**config.mk**
```make
export PLATFORM = sky130hd
export DESIGN_NAME = tsmc65lp_rf_bitarray
export DESIGN_NICKNAME = d
export VERILOG_FILES = /design/src/rtl/tsmc65lp_rf_pkg.sv /design/src/rtl/tsmc65lp_rf_bitarray.sv
export SDC_FILE = /design/constraint.sdc
export NUM_CORES = 2
export LEC_CHECK = 0
export ABC_AREA = 0
export BUFFER_PORTS_ARGS = -buffer_cell sky130_fd_sc_hd__buf_2
export CORE_ASPECT_RATIO = 0.9
export CORE_MARGIN = 10
export CORE_UTILIZATION = 49
export DETAILED_ROUTE_END_ITERATION = 7
export SYNTH_ARGS = -nofsm -noshare
export SYNTH_HDL_FRONTEND = slang
export SYNTH_SLANG_ARGS = --single-unit
```
**constraint.sdc**
```tcl
create_clock -name clk_i -period 8.06 [get_ports clk_i]
set_input_delay 0.403 -clock clk_i [delete_from_list [all_inputs] [get_ports clk_i]]
set_output_delay 0.403 -clock clk_i [all_outputs]
set_load 0.02 [all_outputs]
```
**src/rtl/tsmc65lp_rf_pkg.sv**
```systemverilog
// Shared constants and helpers for the tsmc65lp register-file behavioural models.
package tsmc65lp_rf_pkg;

    localparam logic [2:0] EMA_DEFAULT  = 3'd3;
    localparam logic [1:0] EMAW_DEFAULT = 2'd1;
    localparam logic [2:0] EMAB_DEFAULT = 3'd3;

    // mask[i]=1 enables byte lane i; the result is the macro's active-low per-bit WEN.
    function automatic logic [31:0] expand_byte_mask(input logic [3:0] mask);
        logic [31:0] wen;
        for (int i = 0; i < 4; i++) begin
            wen[8*i +: 8] = {8{~mask[i]}};
        end
        return wen;
    endfunction

endpackage

```
**src/rtl/tsmc65lp_rf_bitarray.sv**
```systemverilog
// Storage array with a per-bit masked synchronous write port and an asynchronous read tap.
module tsmc65lp_rf_bitarray
    import tsmc65lp_rf_pkg::*;
#(
    parameter int ADDR_W = 6,
    parameter int DATA_W = 32
) (
    input  logic              clk_i,
    input  logic              we_i,
    input  logic [ADDR_W-1:0] waddr_i,
    input  logic [DATA_W-1:0] wmask_i,
    input  logic [DATA_W-1:0] wdata_i,
    input  logic [ADDR_W-1:0] raddr_i,
    output logic [DATA_W-1:0] rdata_o
);

    localparam int DEPTH = 2 ** ADDR_W;

    // Deliberately unreset: contents survive reset, unwritten words stay X.
    logic [DATA_W-1:0] mem_q [DEPTH];

    always_ff @(posedge clk_i) begin
        if (we_i) begin
            mem_q[waddr_i] <= (mem_q[waddr_i] & ~wmask_i) | (wdata_i & wmask_i);
        end
    end

    assign rdata_o = mem_q[raddr_i];

endmodule

```
==> results.sh <==
export IMPL_required_ns=7.66
export IMPL_clock_skew_ns=0.0361
export IMPL_vdd_drop_max_mv=0.243
export IMPL_slew_headroom_pct=-10.0
export IMPL_synth_most_common_cell="edfxtp_1"
export IMPL_largest_registers="mem_q: 2048 flops"
export IMPL_cts_tree="done"
export IMPL_fp_dieW_um=484
export IMPL_min_from="wmask_i[26]"
export IMPL_clockPowerShare_pct=39.7
export IMPL_first_global_vias=58300
export IMPL_violations="max-capacitance violations, max-slew violations"
export IMPL_critPathLaunchType="primary input"
export IMPL_cts_sinks=2048
export IMPL_synth_seq_cells=2048
export IMPL_insertion_delay_ns=0.89
export IMPL_synth_common_cells="2048 x edfxtp_1, 824 x mux4_2, 202 x mux2i_1"
export IMPL_antenna_found_initial=21
export IMPL_grt_pass1_wl_um=506000
export IMPL_critPathCaptureType="output pin"
export IMPL_p_int_uw=17900
export IMPL_switching_power_uw=5800
export IMPL_critPathKind="primary input to output pin"
export IMPL_setup_ws_ns=3.52
export IMPL_crit_top_cell="buf_4"
export IMPL_synth_flop_cell="edfxtp_1"
export IMPL_outcome="complete, but fails checks"
export IMPL_yosysTopAreaCell="edfxtp_1"
export IMPL_grt_max_degree=152
export IMPL_die_h_um=437
export IMPL_synth_area_top_cells="edfxtp_1 65%, mux4_2 20%, mux2i_1 2.1%, a221oi_1 1.7%, a22oi_1 1.5%"
export IMPL_wl_per_cell_um=47.7
export IMPL_viasPerCell=7.82
export IMPL_syn_num_nets=5065
export IMPL_p_comb_share_pct=9.7
export IMPL_crit_buf_inv=4
export IMPL_vias=61400
export IMPL_die_area_um2=211000
export IMPL_nFillCells=14600
export IMPL_cts_resized=0
export IMPL_whs_ns=0.0695
export IMPL_worstHoldPathType="primary input to flip-flop"
export IMPL_clockBufferDepth=3
export IMPL_grt_use_total_pct=34.6
export IMPL_numCtsBuffers=206
export IMPL_cts_setup_buffers=0
export IMPL_dpl_hpwl_um=217000
export IMPL_path_clk_slew_ns=0.06
export IMPL_rows=153
export IMPL_crit_path_max_fanout=36
export IMPL_report_final_slew_viol_count=7
export IMPL_pre_cts_ws_ns=3.02
export IMPL_yosys_warnings=0
export IMPL_ios=110
export IMPL_port_buffers=109
export IMPL_fin_area_um2=106000
export IMPL_power_frac_seq_pct=50.6
export IMPL_cp_arrival_ns=4.14
export IMPL_crit_start="raddr_i[3]"
export IMPL_drive_above_1_share_pct=32.0
export IMPL_postSynthCellCount=4987
export IMPL_synth_area_um2=94700
export IMPL_rrSetupSlack_ns=4.66
export IMPL_rsz0062_at_grt="false"
export IMPL_root_buffer="clkbuf_16"
export IMPL_p_per_area_nw_per_um2=225
export IMPL_slowest_delay_ns=0.82
export IMPL_wirelength_um=375000
export IMPL_core_area_um2=193000
export IMPL_grt_overflow_total=0
export IMPL_fin_nets=5182
export IMPL_cts_hold_fix_buffers=3
export IMPL_drtIter0Drc=11600
export IMPL_yosysUniqueCellTypes=66
export IMPL_min_period_ns=4.54
export IMPL_gp_congestion=0.908
export IMPL_initial_core_util_pct=49.1
export IMPL_area_growth_pct=11.4
export IMPL_finalCritPeriodShare_pct=56.3
export IMPL_async_flop_share_pct=0
export IMPL_cap_viol_max_count=1
export IMPL_tightestPinTransition_ns=1.64
export IMPL_syn_avg_cell_area_um2=19.0
export IMPL_top_register="mem_q"
export IMPL_drc=0
export IMPL_ant_nets=0
export IMPL_timing_fmax_ghz=0.220
export IMPL_ys_seq_area_share_pct=64.9
export IMPL_firstDrtPassIters=8
export IMPL_power_uw=23700
export IMPL_setup_viol=0
export IMPL_fin_tns_setup_ns=0
export IMPL_synth_edf_count=2048
export IMPL_cts_max_level=4
export IMPL_largest_register_ffs=2048
export IMPL_place_area_um2=99000
export IMPL_crit_chain="buf_6, buf_4, nor2b_2, buf_4, a22oi_1, nand3_1, o21ai_0, nor2_1, buf_2"
export IMPL_critPathSlowestCell="buf_4"
export IMPL_hold_viol=0
export IMPL_critical_path_top_delay_family="buffers and inverters"
export IMPL_switching_share_pct=24.4
export IMPL_timing_rr_start="mem_q[38][13]"
export IMPL_yosysTopAreaCellShare_pct=64.9
export IMPL_p_leak_uw=0.0328
-- power by group through the flow --
| stage | clock (uW) | sequential (uW) | combinational, uW |
|---|---|---|---|
| 3_5_place_dp | 0 | 12200 | 2240 |
| 6_report | 9420 | 12000 | 2300 |
| 3_3_place_gp | 0 | 12200 | 2220 |
| 2_1_floorplan | 0 | 12300 | 1350 |
| 4_1_cts | 9440 | 12000 | 2240 |
| 5_1_grt | 9890 | 12000 | 2360 |
-- layout by cell type (no fill, tap or decap), types with 102 or more instances in the layout --
cell type	synthesis	final
a221oi_1	188	188
a22oi_1	184	184
buf_2	135	102
buf_4	69	210
clkbuf_16	0	210
edfxtp_1	2048	2048
mux2_2	109	109
mux2i_1	202	202
mux4_2	824	824
nand2_1	124	124
o22ai_1	108	108
-- path summary, 6_finish.rpt --
| check | end | depth (start not counted) |
|---|---|---|
| max | rdata_o[23] | 9 |
| min | mem_q[27][26] | 2 |
| max reg2reg | mem_q[34][13] | 7 |
| min reg2reg | mem_q[48][8] | 3 |
-- layer usage --
metal	wire length [um]	share of wire (%)	vias to the layer above	GRT usage, %
met4	24500	6.5	12	18.5
met3	55700	15	1179	10.6
li1	-	-	22100	-
met1	133000	36	32300	47.3
met2	161000	43	5820	49.8
met5	73	0.019	-	0
-- final cells by class --
type / instances / area, um^2 / share of cell area (%)
tap: 2557 / 3200 / 3.03
inverter: 28 / 118 / 0.111
timing repair buffer: 338 / 2540 / 2.40
clock buffer: 257 / 5430 / 5.15
sequential: 2048 / 61500 / 58.3
clock inverter: 126 / 1020 / 0.966
antenna: 17 / 42.5 / 0.0403
multi-input combinational: 2482 / 31700 / 30.0
-- worst reg2reg max path, delay by kind of cell, from the launching register on --
family | cells | cell delay, ns
AND/OR/NAND/NOR | 1 | 0.08
buffers and inverters | 1 | 0.38
multiplexers | 1 | 0.48
flip-flops | 1 | 0.41
AO/OA/AOI/OAI | 4 | 1.71
-- cells by family (layout without fill, tap and decap cells) --
logic type	Yosys count	after routing	share of synthesized area, %
buffers and inverters	457	749	2.58
and+or+nand+nor	383	383	1.80
muxes	1174	1174	23.5
AOI/OAI and AO/OA	925	925	7.23
other	0	17	0
DFF	2048	2048	64.9
-- metrics by stage --
step / cells / util [%]
2_1_floorplan: 4987 / -
3_3_place_gp: 7449 / 51.4
3_5_place_dp: 7449 / 51.4
4_1_cts: 7835 / 54.7
5_1_grt: 7840 / 54.7
6_report: 7853 / 54.8
Note: power is estimated with default switching activity, not from simulation.
